### config.mk
export PLATFORM = sky130hd
export DESIGN_NAME = gpio_ctrl
export DESIGN_NICKNAME = d
export VERILOG_FILES = /design/src/rtl/gpio_pkg.sv /design/src/rtl/gpio_in_filter.sv /design/src/rtl/gpio_ctrl.sv
export SDC_FILE = /design/constraint.sdc
export NUM_CORES = 1
export LEC_CHECK = 0
export CORE_MARGIN = 5
export CORE_UTILIZATION = 40
export CTS_BUF_LIST = sky130_fd_sc_hd__clkbuf_2 sky130_fd_sc_hd__clkbuf_4 sky130_fd_sc_hd__clkbuf_8
export DETAILED_ROUTE_END_ITERATION = 7
export PLACE_DENSITY_LB_ADDON = 0.3
export SETUP_SLACK_MARGIN = 0.15
export SLEW_MARGIN = 40
export SYNTH_ARGS = -nofsm -noshare
export SYNTH_HDL_FRONTEND = slang
export SYNTH_SLANG_ARGS = --single-unit
### constraint.sdc
create_clock -name sys_clk -period 1.85 [get_ports sys_clk]
set_input_delay 0.2775 -clock sys_clk [delete_from_list [all_inputs] [get_ports sys_clk]]
set_output_delay 0.2775 -clock sys_clk [all_outputs]
set_load 0.01 [all_outputs]
### src/rtl/gpio_pkg.sv
// Shared definitions for the GPIO peripheral: register byte offsets and bus FSM states.
package gpio_pkg;

   localparam int unsigned GPIO_OUT_OFF    = 32'h00;
   localparam int unsigned GPIO_DIR_OFF    = 32'h04;
   localparam int unsigned GPIO_IN_OFF     = 32'h08;
   localparam int unsigned GPIO_IRQ_EN_OFF = 32'h0C;
   localparam int unsigned GPIO_RISE_OFF   = 32'h10;
   localparam int unsigned GPIO_FALL_OFF   = 32'h14;
   localparam int unsigned GPIO_STATUS_OFF = 32'h18;

   typedef enum logic {
      IDLE = 1'b0,
      RESP = 1'b1
   } bus_state_t;

endpackage

### src/rtl/gpio_in_filter.sv
// One pad input: two-flop synchroniser, plus a stability filter when GPIO_DEBOUNCE_EN is defined.
module gpio_in_filter #(
   parameter int DEBOUNCE_CYC = 16
) (
   input  logic sys_clk,
   input  logic sys_reset,
   input  logic pin_in,
   output logic pin_out
);

   logic meta_reg;
   logic sync_reg;

   always_ff @(posedge sys_clk or negedge sys_reset) begin
      if (!sys_reset) begin
         meta_reg <= 1'b0;
         sync_reg <= 1'b0;
      end else begin
         meta_reg <= pin_in;
         sync_reg <= meta_reg;
      end
   end

`ifdef GPIO_DEBOUNCE_EN
   localparam int CNT_W = $clog2(DEBOUNCE_CYC + 1);

   logic [CNT_W-1:0] cnt_reg;
   logic             filt_reg;

   // The counter tracks consecutive cycles of disagreement; any return to agreement restarts it.
   always_ff @(posedge sys_clk or negedge sys_reset) begin
      if (!sys_reset) begin
         cnt_reg  <= '0;
         filt_reg <= 1'b0;
      end else if (sync_reg != filt_reg) begin
         if (cnt_reg == CNT_W'(DEBOUNCE_CYC - 1)) begin
            filt_reg <= sync_reg;
            cnt_reg  <= '0;
         end else begin
            cnt_reg <= cnt_reg + 1'b1;
         end
      end else begin
         cnt_reg <= '0;
      end
   end

   assign pin_out = filt_reg;
`else
   assign pin_out = sync_reg;
`endif

   generate
      if (DEBOUNCE_CYC < 1) begin : g_bad_debounce
         $error("DEBOUNCE_CYC must be at least 1");
      end
   endgenerate

endmodule

### src/rtl/gpio_ctrl.sv
// GPIO peripheral: per-pin direction, synchronised inputs, rise/fall edge status and a level irq.
// Input debounce is added per pin when GPIO_DEBOUNCE_EN is defined.
module gpio_ctrl
   import gpio_pkg::*;
#(
   parameter int GPIO_W       = 4,
   parameter int ADDR_W       = 8,
   parameter int DEBOUNCE_CYC = 16
) (
   input  logic              sys_clk,
   input  logic              sys_reset,
   input  logic              req_valid,
   output logic              req_ready,
   input  logic              req_we,
   input  logic [ADDR_W-1:0] req_addr,
   input  logic [31:0]       req_wdata,
   output logic              rsp_valid,
   input  logic              rsp_ready,
   output logic [31:0]       rsp_rdata,
   output logic              rsp_err,
   input  logic [GPIO_W-1:0] gpio_in,
   output logic [GPIO_W-1:0] gpio_out,
   output logic [GPIO_W-1:0] gpio_oe,
   output logic              irq
);

   logic [GPIO_W-1:0] out_reg;
   logic [GPIO_W-1:0] dir_reg;
   logic [GPIO_W-1:0] irq_en_reg;
   logic [GPIO_W-1:0] rise_en_reg;
   logic [GPIO_W-1:0] fall_en_reg;
   logic [GPIO_W-1:0] status_reg;
   logic [GPIO_W-1:0] status_next;
   logic [GPIO_W-1:0] status_set;
   logic [GPIO_W-1:0] status_clr;
   logic [GPIO_W-1:0] gpio_out_reg;
   logic [GPIO_W-1:0] gpio_oe_reg;
   logic [GPIO_W-1:0] in_sync;
   logic [GPIO_W-1:0] in_prev_reg;
   logic [GPIO_W-1:0] rise;
   logic [GPIO_W-1:0] fall;

   logic              ready_reg;
   logic              irq_reg;
   logic              rsp_err_reg;
   logic [31:0]       rsp_rdata_reg;
   logic [31:0]       rd_mux;
   logic              addr_err;
   logic              accept;
   logic              wr_en;
   logic [ADDR_W-1:0] addr_word;
   logic              unused_bits;

   bus_state_t state_reg;
   bus_state_t state_next;

   generate
      if (GPIO_W < 1 || GPIO_W > 32) begin : g_bad_width
         $error("GPIO_W must be in 1..32");
      end
   endgenerate

   genvar gi;
   generate
      for (gi = 0; gi < GPIO_W; gi++) begin : g_pin
         gpio_in_filter #(
            .DEBOUNCE_CYC (DEBOUNCE_CYC)
         ) u_filter (
            .sys_clk   (sys_clk),
            .sys_reset (sys_reset),
            .pin_in    (gpio_in[gi]),
            .pin_out   (in_sync[gi])
         );
      end
   endgenerate

   assign accept      = req_valid && req_ready;
   assign wr_en       = accept && req_we;
   assign addr_word   = {req_addr[ADDR_W-1:2], 2'b00};
   assign unused_bits = ^{req_addr[1:0], req_wdata};

   assign rise        = in_sync & ~in_prev_reg;
   assign fall        = ~in_sync & in_prev_reg;
   assign status_set  = (rise & rise_en_reg) | (fall & fall_en_reg);
   assign status_clr  = (wr_en && addr_word == ADDR_W'(GPIO_STATUS_OFF)) ?
                        req_wdata[GPIO_W-1:0] : '0;
   // A new edge in the same cycle as its clear keeps the bit set.
   assign status_next = (status_reg & ~status_clr) | status_set;

   always_comb begin
      rd_mux   = '0;
      addr_err = 1'b0;
      case (addr_word)
         ADDR_W'(GPIO_OUT_OFF):    rd_mux = 32'(out_reg);
         ADDR_W'(GPIO_DIR_OFF):    rd_mux = 32'(dir_reg);
         ADDR_W'(GPIO_IN_OFF):     rd_mux = 32'(in_sync);
         ADDR_W'(GPIO_IRQ_EN_OFF): rd_mux = 32'(irq_en_reg);
         ADDR_W'(GPIO_RISE_OFF):   rd_mux = 32'(rise_en_reg);
         ADDR_W'(GPIO_FALL_OFF):   rd_mux = 32'(fall_en_reg);
         ADDR_W'(GPIO_STATUS_OFF): rd_mux = 32'(status_reg);
         default:                  addr_err = 1'b1;
      endcase
   end

   always_ff @(posedge sys_clk or negedge sys_reset) begin
      if (!sys_reset) begin
         state_reg <= IDLE;
      end else begin
         state_reg <= state_next;
      end
   end

   always_comb begin
      state_next = state_reg;
      case (state_reg)
         IDLE:    if (accept) state_next = RESP;
         RESP:    if (rsp_ready) state_next = IDLE;
         default: state_next = IDLE;
      endcase
   end

   always_ff @(posedge sys_clk or negedge sys_reset) begin
      if (!sys_reset) begin
         out_reg       <= '0;
         dir_reg       <= '0;
         irq_en_reg    <= '0;
         rise_en_reg   <= '0;
         fall_en_reg   <= '0;
         status_reg    <= '0;
         in_prev_reg   <= '0;
         gpio_out_reg  <= '0;
         gpio_oe_reg   <= '0;
         irq_reg       <= 1'b0;
         ready_reg     <= 1'b0;
         rsp_rdata_reg <= '0;
         rsp_err_reg   <= 1'b0;
      end else begin
         if (wr_en && addr_word == ADDR_W'(GPIO_OUT_OFF))    out_reg     <= req_wdata[GPIO_W-1:0];
         if (wr_en && addr_word == ADDR_W'(GPIO_DIR_OFF))    dir_reg     <= req_wdata[GPIO_W-1:0];
         if (wr_en && addr_word == ADDR_W'(GPIO_IRQ_EN_OFF)) irq_en_reg  <= req_wdata[GPIO_W-1:0];
         if (wr_en && addr_word == ADDR_W'(GPIO_RISE_OFF))   rise_en_reg <= req_wdata[GPIO_W-1:0];
         if (wr_en && addr_word == ADDR_W'(GPIO_FALL_OFF))   fall_en_reg <= req_wdata[GPIO_W-1:0];
         status_reg   <= status_next;
         in_prev_reg  <= in_sync;
         gpio_out_reg <= out_reg;
         gpio_oe_reg  <= dir_reg;
         irq_reg      <= |(status_reg & irq_en_reg);
         // Ready is a flop so it stays low through reset and comes up one cycle after release.
         ready_reg    <= (state_next == IDLE);
         if (accept) begin
            rsp_rdata_reg <= req_we ? 32'h0 : rd_mux;
            rsp_err_reg   <= addr_err;
         end
      end
   end

   assign req_ready = ready_reg;
   assign rsp_valid = (state_reg == RESP);
   assign rsp_rdata = rsp_rdata_reg;
   assign rsp_err   = rsp_err_reg;
   assign gpio_out  = gpio_out_reg;
   assign gpio_oe   = gpio_oe_reg;
   assign irq       = irq_reg;

endmodule
==> flow_summary.ini <==
[routing]
vias = 1565
viasPerCell = 4.906
routedWlPerCell_um = 15.60
drt_wl_total_um = 4977
ant_nets = 0
drtIter0Drc = 93
drt-pass1-iter-count = 5
drc_errors = 0

[global_route]
grt_pass1_vias = 1559
grt_max_degree = 53
grt_pass1_wl_um = 7886
grt-ovfl-total = 0
antenna_found_initial = 0
track_usage_pct = 13.79

[cts]
path_clk_slew_ns = 0.10
cts.sinks = 52
cts_tree = built
h-tree-depth = 2
cts_buffers = 5
postCtsHoldBufs = 0
insertion_delay_ns = 0.31
clk_path_buf_depth = 2
clock-root-buffer = clkbuf_8

[setup_path]
rrSetupSlack_ns = 0.31
worstPathArrival_ns = 1.85
worstSetupPathType = input pin to register
crit_end = rsp_rdata[3]$_DFFE_PN0N_
required_ns = 2.09
rr_worst_depth = 4
rr_endpoint = rise_en_reg[1]$_DFFE_PN0P_
start_kind = input pin
r2r-start = req_ready$_DFF_PN0_
cp_max_fo = 4
end_kind = register
cp-startpoint = req_addr[7]

[power_and_ir_drop]
p_leak_uw = 0.001371
peakVddDrop_v = 0.0003526
power.density_mw_per_mm2 = 801.2
totalPowerFinal_uw = 2400

[synthesis]
synth.distinct_cells = 33
async_flop_share_pct = 100.0
syn_inst = 179
ys_top_cells_by_area = dfrtp_1, mux2_2, buf_4, mux4_2, a32oi_1
ys_seq_area_share_pct = 55.08
synth_edf_count = 0
yosys.area.top_type = dfrtp_1
yosys_warnings = 0
yosysMostFrequentCell = dfrtp_1
netlist.area_leader.share_pct = 55.08
synthesis.area_sq_mm = 0.002362
ys_ff_latch = 52
syn_area_per_cell_sq_um = 13.20
synth-main-ff-cell = dfrtp_1
synthTopCellsByCount = dfrtp_1, buf_4, mux2_2

[die]
die_width_um = 86.85
start_util_pct = 40.62
dieArea_sq_mm = 0.007543
die_h_um = 86.85
rows = 28
coreArea_sq_mm = 0.005816
boundaryPins = 93

[timing]
timing.hold.ws_ns = 0.07505
worst_slack_ns = 0.2370
hold_viol = 0
slew_headroom_pct = 57.59
final-setup-viol-count = 0
worst_pin_slew_ns = 0.6361
finalCriticalPeriod_ns = 1.613
period_share_pct = 87.19
skew_ns = 0.01153
slew_violations = 0
rsz0062_at_grt = false
fmax_mhz = 620.0

[cells_and_area]
register_area_sq_mm = 0.001301
fin_cells = 319
nFillCells = 542
num_antenna_cells = 0
flow.area_growth_from_synthesis_pct = 26.80
nets = 292
post-route-util_pct = 51.51
multi_input_comb_area_sq_um = 918.4
drive_gt1_share_pct = 29.10

[worst_hold_path]
hold_class = input pin to async pin

[placement]
dp_cells = 308
port_buffers = 34
dpl_worst_slack_ns = -0.3328
hpwl_um = 3748
gp_congestion = 0.8752

[run]
maxCapViolations = 0

[run_status]
status = finished clean
## power by group
group	switching, uW	internal [uW]
registers	49.5	1210
logic	168	177
clock network	387	408
## metrics by stage
step                cell area [sq um]  setup TNS (ns)
finish                           2995               0
global route                     2995               0
CTS                              2995               0
detailed placement               2855          -6.298
global placement                 2855          -5.747
floorplan                        2464               0
## cells by family (layout without fill, tap and decap cells)
logic type / after synthesis / in the layout / synth area share, %
flip-flops: 52 / 52 / 55.08
AND/OR/NAND/NOR: 40 / 40 / 11.71
buffers and inverters: 38 / 76 / 10.65
multiplexers: 29 / 29 / 15.63
AO/OA/AOI/OAI: 19 / 19 / 6.779
other: 1 / 28 / 0.1587
## critical path: stages
cell and delay (ns):
dlygate4sd2_1 0.27, buf_4 0.16, or3_1 0.36, or4_4 0.54
o31ai_2 0.24
## worst min-delay path by stage
| stage | to | slack (ns) | cells past startpoint |
|---|---|---|---|
| after floorplan | dir_reg[0]$_DFFE_PN0P_ | -0.02 | 0 |
| after global placement | g_pin[1].u_filter.pin_out$_DFF_PN0_ | 0.33 | 0 |
| after detailed placement | g_pin[3].u_filter.pin_out$_DFF_PN0_ | 0.34 | 0 |
| after CTS | g_pin[0].u_filter.meta_reg$_DFF_PN0_ | 0.09 | 2 |
| after global routing | g_pin[0].u_filter.meta_reg$_DFF_PN0_ | 0.13 | 2 |
| final | rsp_err$_DFFE_PN0N_ | 0.08 | 2 |
## metal layers
layer / global-route usage (%) / up-vias / part of all wire, %
met5: 0 / - / 0
met4: 2.975 / 0 / 0.80
met3: 3.595 / 6 / 7.0
met2: 21.33 / 56 / 47
met1: 19.57 / 784 / 45
li1: - / 719 / -
## cell type report
type | instances | area share (%)
Sequential cell | 52 | 43.44
Inverter | 5 | 0.6266
Tap cell | 75 | 3.133
Clock inverter | 3 | 1.546
Timing Repair Buffer | 63 | 18.30
Clock buffer | 5 | 2.297
Multi-Input combinational cell | 116 | 30.66
## what timing repair did
item | CTS | global route
hold endpoints to repair | 0 | 0
pin swaps | 2 | 1
buffers inserted | 3 | 0
gates resized for setup | 6 | 0
gates cloned | 0 | 0
endpoints found under the setup margin | 20 | 2
## cell usage in the layout, fill, tap and decap left out, drive strengths merged, types with 2 or more instances in the layout
cell,n
mux2i,2
o211ai,4
nand3,4
dlygate4sd2,4
buf,30
nand3b,6
conb,28
clkbuf,5
mux4,4
a22oi,2
inv,6
nor3,2
dfrtp,52
clkdlybuf4s50,29
nand2,13
nor4,2
nor2,2
a32oi,6
mux2,23
o41ai,4
and3,2
No activity file was read; power rests on OpenSTA's default activity.
